`config.mk`:
```
export PLATFORM = sky130hd
export DESIGN_NAME = stack_lifo_flat
export DESIGN_NICKNAME = d
export VERILOG_FILES = /design/src/rtl/stack_lifo_if.sv /design/src/rtl/stack_lifo.sv /design/src/flat_wrapper.sv
export SDC_FILE = /design/constraint.sdc
export NUM_CORES = 1
export LEC_CHECK = 0
export BUFFER_PORTS_ARGS = -buffer_cell sky130_fd_sc_hd__buf_2
export CORE_MARGIN = 4
export CORE_UTILIZATION = 27
export DETAILED_ROUTE_END_ITERATION = 12
export PLACE_DENSITY_LB_ADDON = 0.2
export SLEW_MARGIN = 20
export SYNTH_ARGS = -nofsm -noshare
export SYNTH_HDL_FRONTEND = slang
export SYNTH_SLANG_ARGS = --single-unit
export TNS_END_PERCENT = 20
```
`constraint.sdc`:
```
create_clock -name clk -period 3.9 [get_ports clk]
set_input_delay 0 -clock clk [delete_from_list [all_inputs] [get_ports clk]]
set_output_delay 0 -clock clk [all_outputs]
set_load 0.005 [all_outputs]
```
`src/rtl/stack_lifo_if.sv`:
```
// Handshake/data bundle for stack_lifo. The overflow_o and underflow_o flags
// exist only when STACK_ERR_FLAGS_EN is defined.
interface stack_lifo_if #(
  parameter int WIDTH = 8
);
  logic             push_i;
  logic             pop_i;
  logic [WIDTH-1:0] data_i;
  logic [WIDTH-1:0] data_o;
  logic             full;
  logic             empty;
`ifdef STACK_ERR_FLAGS_EN
  logic             overflow_o;
  logic             underflow_o;
`endif

  modport master (
    output push_i, pop_i, data_i,
`ifdef STACK_ERR_FLAGS_EN
    input  overflow_o, underflow_o,
`endif
    input  data_o, full, empty
  );

  modport slave (
    input  push_i, pop_i, data_i,
`ifdef STACK_ERR_FLAGS_EN
    output overflow_o, underflow_o,
`endif
    output data_o, full, empty
  );
endinterface

```
`src/rtl/stack_lifo.sv`:
```
// Synchronous LIFO of LENGTH words of WIDTH bits with a registered pop output.
// Optional STACK_ERR_FLAGS_EN adds registered overflow/underflow pulse outputs.
module stack_lifo #(
  parameter int WIDTH  = 8,
  parameter int LENGTH = 5
) (
  input  logic          clk,
  input  logic          rstn,
  stack_lifo_if.slave   bus
);
  localparam int CW = $clog2(LENGTH + 1);
  localparam int AW = $clog2(LENGTH);

  logic [WIDTH-1:0] mem_q [LENGTH];
  logic [CW-1:0]    cnt_q, cnt_d;
  logic [WIDTH-1:0] data_q, data_d;
  logic             full_w, empty_w;
  logic             we;
  logic [AW-1:0]    waddr, top_idx;

  assign full_w  = (cnt_q == CW'(LENGTH));
  assign empty_w = (cnt_q == '0);
  assign top_idx = AW'(cnt_q - CW'(1));

  always_comb begin
    cnt_d  = cnt_q;
    data_d = data_q;
    we     = 1'b0;
    waddr  = AW'(cnt_q);
    unique case ({bus.push_i, bus.pop_i})
      2'b10: begin
        if (!full_w) begin
          we    = 1'b1;
          cnt_d = cnt_q + CW'(1);
        end
      end
      2'b01: begin
        if (!empty_w) begin
          data_d = mem_q[top_idx];
          cnt_d  = cnt_q - CW'(1);
        end
      end
      2'b11: begin
        // Simultaneous push/pop swaps the top word; on an empty stack it is a pass-through.
        if (empty_w) begin
          data_d = bus.data_i;
        end else begin
          data_d = mem_q[top_idx];
          we     = 1'b1;
          waddr  = top_idx;
        end
      end
      default: ;
    endcase
  end

  always_ff @(posedge clk) begin
    if (rstn) begin
      cnt_q  <= '0;
      data_q <= '0;
    end else begin
      cnt_q  <= cnt_d;
      data_q <= data_d;
    end
  end

  always_ff @(posedge clk) begin
    if (we && !rstn) mem_q[waddr] <= bus.data_i;
  end

  assign bus.data_o = data_q;
  assign bus.full   = full_w;
  assign bus.empty  = empty_w;

`ifdef STACK_ERR_FLAGS_EN
  logic ovf_q, unf_q;

  always_ff @(posedge clk) begin
    if (rstn) begin
      ovf_q <= 1'b0;
      unf_q <= 1'b0;
    end else begin
      ovf_q <= bus.push_i && !bus.pop_i && full_w;
      unf_q <= bus.pop_i && !bus.push_i && empty_w;
    end
  end

  assign bus.overflow_o  = ovf_q;
  assign bus.underflow_o = unf_q;
`endif
endmodule

```
`src/flat_wrapper.sv`:
```
// flat-port wrapper written by rule: the top's interface ports become plain ports
module stack_lifo_flat 
#(
  parameter int WIDTH  = 8,
  parameter int LENGTH = 5
)
  (clk, rstn, bus_push_i, bus_pop_i, bus_data_i, bus_data_o, bus_full, bus_empty);
  stack_lifo_if #(.WIDTH(WIDTH)) bus_i ();
  input  logic clk;
  input  logic rstn;
  input wire logic [$bits(bus_i.push_i)-1:0] bus_push_i;
  input wire logic [$bits(bus_i.pop_i)-1:0] bus_pop_i;
  input wire logic [$bits(bus_i.data_i)-1:0] bus_data_i;
  output wire logic [$bits(bus_i.data_o)-1:0] bus_data_o;
  output wire logic [$bits(bus_i.full)-1:0] bus_full;
  output wire logic [$bits(bus_i.empty)-1:0] bus_empty;
  assign bus_i.push_i = bus_push_i;
  assign bus_i.pop_i = bus_pop_i;
  assign bus_i.data_i = bus_data_i;
  assign bus_data_o = bus_i.data_o;
  assign bus_full = bus_i.full;
  assign bus_empty = bus_i.empty;
  stack_lifo #(.WIDTH(WIDTH), .LENGTH(LENGTH)) u_core (.clk(clk), .rstn(rstn), .bus(bus_i));
endmodule
```
### Word-level counts from Yosys, hierarchy flattened

Memory sizes are Yosys's and may differ from the RTL's.
Cells that the tools add are included.
Widths: inputs -> output; s select.

| operators by class | value |
|---|---|
| equal/unequal tests | 6 |
| add/sub/neg operators | 2 |
| muxes and demuxes | 12 |
| reduce and logical (&&, ||, !) cells | 7 |

Operator list:

| cell | count |
|---|---|
| $mux 8 | 2 |
| $pmux 8 s2 | 1 |
| $mux 3 | 3 |
| $pmux 3 s2 | 1 |
| $eq 2x2->1 const B | 2 |
| $mux 1 | 4 |
| $ne 2x2->1 const B | 2 |
| $reduce_and 2->1 | 2 |
| $reduce_bool 2->1 | 2 |
| $add 3x1->3 const B | 1 |
| $eq 3x3->1 const B | 1 |
| $logic_not 3->1 | 1 |
| $sub 3x1->3 const B | 1 |
| $eq 2x1->1 const B | 1 |
| $pmux 1 s2 | 1 |
| $logic_and 1x1->1 | 1 |
| $logic_not 1->1 | 1 |

| word-level totals | value |
|---|---|
| memories kept | 1 |
| RAM bits | 40 |
| register bits | 11 |
| output and inout port bits | 10 |
| input bits | 12 |
| word-level logic and storage cells | 30 |

Memory list:

| memory | depth | bits a word | rd ports | clocked after Yosys merged registers in | write ports | RTL line | RTL |
|---|---|---|---|---|---|---|---|
| u_core.mem_q | 5 | 8 | 1 | 0 | 1 | stack_lifo.sv:14 | `logic [WIDTH-1:0] mem_q [LENGTH];` |

### Depth between registers and ports, before layout

| logic depth | value |
|---|---|
| word-level depth | 6 |
| mapped depth | 9 |
| gate-level depth less buffers | 7 |

### Worst setup path after synthesis

No wires, ideal clock.

| path | value |
|---|---|
| path kind | reg2reg |
| start point | reg u_core.cnt_q[0] |
| end point | mem u_core.mem_q[1][0], enable pin |
| buffers on the path | 2 |
| data arrival time | 2.409 ns |
| period minus slack after synthesis | 2.794 ns |
| required time | 3.515 ns |
| cell stages (with the launch flop) | 10 |
| library setup time | 0.385 ns |
| path slack | 1.106 ns |
| path through | dfxtp_1 > buf_2 > inv_1 > ha_1 > nand2b_1 > buf_6 > inv_4 > a2111oi_4 > nand2_2 > nor3b_1 |

| between the ends | value |
|---|---|
| longest elaborated chain between the ends | 6 |
| elaborated cells on any way between the ends | 11 |
| classes of those cells | 1 x add/sub; 1 x eq/ne; 7 x mux; 2 x reduce/logical |

Ends and longest elaborated chain:

| what | RTL line | RTL |
|---|---|---|
| start, declared | stack_lifo.sv:15 | `logic [CW-1:0] cnt_q, cnt_d;` |
| start signal, assigned | stack_lifo.sv:62 | `cnt_q <= cnt_d;` |
| $logic_not 3->1 (*) | stack_lifo.sv:22 | `assign empty_w = (cnt_q == '0);` |
| net bus_empty | flat_wrapper.sv:16 | `output wire logic [$bits(bus_i.empty)-1:0] bus_empty;` |
| $mux 1 | stack_lifo.sv:45 | `if (empty_w) begin` |
| $pmux 1 s2 | stack_lifo.sv:30 | `unique case ({bus.push_i, bus.pop_i})` |
| $logic_and 1x1->1 | stack_lifo.sv:68 | `if (we && !rstn) mem_q[waddr] <= bus.data_i;` |
| $mux 1 | stack_lifo.sv:68 |  |
| $mux 1 (not written as such) | stack_lifo.sv:68 |  |
| end, declared | stack_lifo.sv:14 |  |

Mark *: on every way through the listed nets, which the timed path passes. The rest lies on a longest branch.

### Worst setup path in the final report

| path | value |
|---|---|
| start point | reg u_core.cnt_q[0] |
| end point | mem u_core.mem_q[4][7], enable pin |

| between the ends | value |
|---|---|
| longest elaborated chain between the ends | 6 |
| elaborated cells on any way between the ends | 11 |
| classes of those cells | 1 x add/sub; 1 x eq/ne; 7 x mux; 2 x reduce/logical |

Ends and longest elaborated chain:

| what | RTL line |
|---|---|
| $eq 3x3->1 or $logic_not 3->1 (tied branches) | stack_lifo.sv:21, stack_lifo.sv:22 |
| $mux 1, on equally long branches | stack_lifo.sv:32, stack_lifo.sv:45 |
| $pmux 1 s2 | stack_lifo.sv:30 |
| $logic_and 1x1->1 | stack_lifo.sv:68 |
| $mux 1 | stack_lifo.sv:68 |
| $mux 1 (not written as such) | stack_lifo.sv:68 |

Several ways; a longest one is shown, not always the timed one.

==> impl_metrics.ini <==
[placement]
place_ws_ps = 888.2
place_hpwl_mm = 3.503
io_buffers = 21
gp_congestion = 0.7292

[power]
power.share.sequential = 0.536
p_comb_frac = 0.186
power.switching_w = 0.0003356
switching_share = 0.2850
max-vdd-ir-drop_mv = 0.1565
p_int_w = 0.0008421
clkPwrFrac = 0.278
power_density_nw_per_um2 = 438.6
leakagePower_nw = 0.8977

[timing]
setup-tns-final_ps = 0
fmax_mhz = 334.4
finalCritPeriodShare = 0.7667
setup_ws_ps = 909.9
finClkSkew_ps = 8.949
drv_slew = 0
relSlewSlack = 0.5333
min_period_ps = 2990
worst_pin_slew_ps = 699.2
setup_viol = 0
rsz0062_at_grt = no
final-hold-violation-count = 0

[synthesis]
synth_edf_count = 40
syn_inst = 163
ys_ff_latch = 51
synth_seq_area_share = 0.6181
syn_avg_cell_area_um2 = 14.11
synth_flop_cell = edfxtp_1
ys_warn_count = 0
yosysUniqueCellTypes = 41
synth_nets = 179
synthesis.area_um2 = 2300
synthArstFlopShare = 0

[die]
die_w_um = 100.3
pin_count = 22
rows = 33
start_util = 0.2785
dieHeight_um = 100.3
core_area_um2 = 8258
die_area_um2 = 10060

[setup_path]
critPathMaxFanout = 12
crit_slowest_cell = dfxtp_1
cp_slowest_stage_delay_ps = 780
startpoint_type = flop
path_cells = inv_1 > ha_1 > nand2b_1 > inv_4 > a2111oi_4 > and4b_1
reg2reg_from = u_core.cnt_q[0]$_SDFFE_PP0P_
crit_type = reg -> reg
end_kind = flop
crit_family = simple AND/OR/NAND/NOR gates
critPathBufInv = 2
cp.arrival_ps = 2970
critical_path_required_ps = 3880
r2r_cells = 6
crit_path_start = u_core.cnt_q[0]$_SDFFE_PP0P_
r2r-end = u_core.mem_q[4][7]$_DFFE_PP_
r2r_setup_slack_ps = 910

[global_route]
grt_pass1_vias = 1391
grt_overflow = 0
grt_max_degree = 21
grt_pass1_wl_mm = 7.762
antenna_found_initial = 0
grtUsageTotal = 0.09865

[cts]
insertion_delay_ps = 310
cts_buffers = 5
post-cts-setup-buffers = 0
root_buffer = clkbuf_8
cts-htree-levels = 2
cts_tree = built
max-clock-path-buffers = 2
clk_pin_slew_ps = 100
cts.sinks = 51

[status]
status = finished, final reports clean

[min_path]
worstHoldPathType = in -> reg
hold_start = rstn
hold_end = u_core.cnt_q[0]$_SDFFE_PP0P_
min_path_cells = 2

[route]
drt_wl_total_mm = 4.739
avgRoutedWirePerCell_um = 15.85
vias_per_cell = 4.562
vias = 1364
ant_nets = 0
drc = 0
drtPass1Iterations = 4
drt_iter0_drc = 45

[final_layout]
fin_nets = 209
fillers = 824
antenna_cells = 0
fin_util = 0.3252
drive_gt1_frac = 0.2320
synthToLayoutAreaGrowth_pct = 16.76

[job]
maxCapViolCount = 0
==> flip-flops by register name (all words and copies together) (netlist names), named ones only <==
| signal | count |
|---|---|
| u_core.bus.data_o | 8 |
| u_core.cnt_q | 2 |
| u_core.mem_q | 40 |
==> per-stage QoR <==
step / power (W) / cell area [um2] / std cells / hold slack (ps)
finish: 0.001178 / 2685 / 299 / 46.99
global route: 0.001241 / 2685 / 299 / 59.39
global placement: 0.0008608 / 2509 / 283 / 267.8
detailed placement: 0.0008594 / 2509 / 283 / 279.6
floorplan: 0.0007993 / 2300 / 163 / 98.87
CTS: 0.001192 / 2685 / 299 / 50.13
==> power by group through the flow <==
stage          clock (W)  sequential, W  combinational, W
2_1_floorplan          0       0.000635          0.000165
3_3_place_gp           0       0.000645          0.000216
3_5_place_dp           0       0.000644          0.000215
4_1_cts         0.000338       0.000632          0.000222
5_1_grt         0.000362       0.000636          0.000243
6_report        0.000328       0.000631          0.000219
==> repair_timing <==
item	CTS	global route
hold buffers	8	0
resized for setup	0	0
hold endpoints to repair	40	0
==> metal layers <==
layer / GRT usage / routed length [um] / vias to the layer above / part of all wire
li1: - / - / 684 / -
met1: 0.1510 / 2509 / 656 / 0.53
met2: 0.1391 / 2028 / 22 / 0.43
met3: 0.02154 / 160 / 2 / 0.034
met4: 0.02798 / 40 / 0 / 0.0084
met5: 0 / 0 / - / 0
==> area by class of cell <==
type	count	area [um2]	share of cell area
multi-input cells	90	777.0	0.2894
well taps	105	131.4	0.04893
inverters	13	51.30	0.01911
flip-flops and latches	51	1421	0.5294
clock buffers	5	68.82	0.02563
clock inverters	3	27.53	0.01025
repair buffers	32	207.7	0.07735
==> cell usage after synthesis, types with 3 or more instances <==
cell       n  share of area
nand2_1    3         0.0049
mux4_2     8          0.078
o21ai_1    3         0.0065
dfxtp_1   11          0.096
a21oi_1    5          0.011
nor3_1     3         0.0065
nor2_1     4         0.0065
a221oi_1   6          0.023
edfxtp_1  40           0.52
nand2b_1   3         0.0082
clkbuf_1   3         0.0049
inv_1     12          0.020
ha_1       4          0.022
o21ai_0   11          0.024
nor2b_1    7          0.019
a211oi_1   7          0.023
buf_2      4         0.0087
xnor2_1    3          0.011
==> cell families (layout without fill, tap and decap cells) <==
logic type      after synthesis  after routing  synth area share
flops                        51             51            0.6181
compound gates               42             42            0.1371
simple gates                 31             31           0.07998
buf+inv                      22             53           0.04407
mux                          10             10           0.08759
fa+ha+maj                     4              4           0.02176
xor+xnor                      3              3           0.01143
==> worst reg2reg max path: stages (launching register included) <==
cell	delay (ps)
dfxtp_1	780
inv_1	200
ha_1	310
nand2b_1	310
inv_4	120
a2111oi_4	440
and4b_1	500
==> layout by cell type (no fill, tap or decap), types with 2 or more instances in the layout <==
cell type	n
a211oi_1	7
a21oi_1	5
a221oi_1	6
buf_2	21
buf_4	3
clkbuf_8	5
dfxtp_1	11
dlygate4sd3_1	8
edfxtp_1	40
ha_1	4
inv_1	12
mux4_2	8
nand2_1	3
nand2b_1	3
nand3_1	2
nand3b_1	2
nor2_1	4
nor2b_1	7
nor3_1	3
nor3b_1	2
o21ai_0	11
o21ai_1	3
xnor2_1	3
==> worst max path at each step <==
stage,to,slack [ps],cells past startpoint
after floorplan,u_core.mem_q[1][0]$_DFFE_PP_,1110,9
final,u_core.mem_q[4][7]$_DFFE_PP_,910,6
after detailed placement,u_core.mem_q[4][7]$_DFFE_PP_,890,6
after CTS,u_core.mem_q[4][6]$_DFFE_PP_,870,6
after global placement,u_core.mem_q[4][0]$_DFFE_PP_,940,6
after global routing,u_core.mem_q[4][6]$_DFFE_PP_,560,6
(Power assumes the default switching activity.)
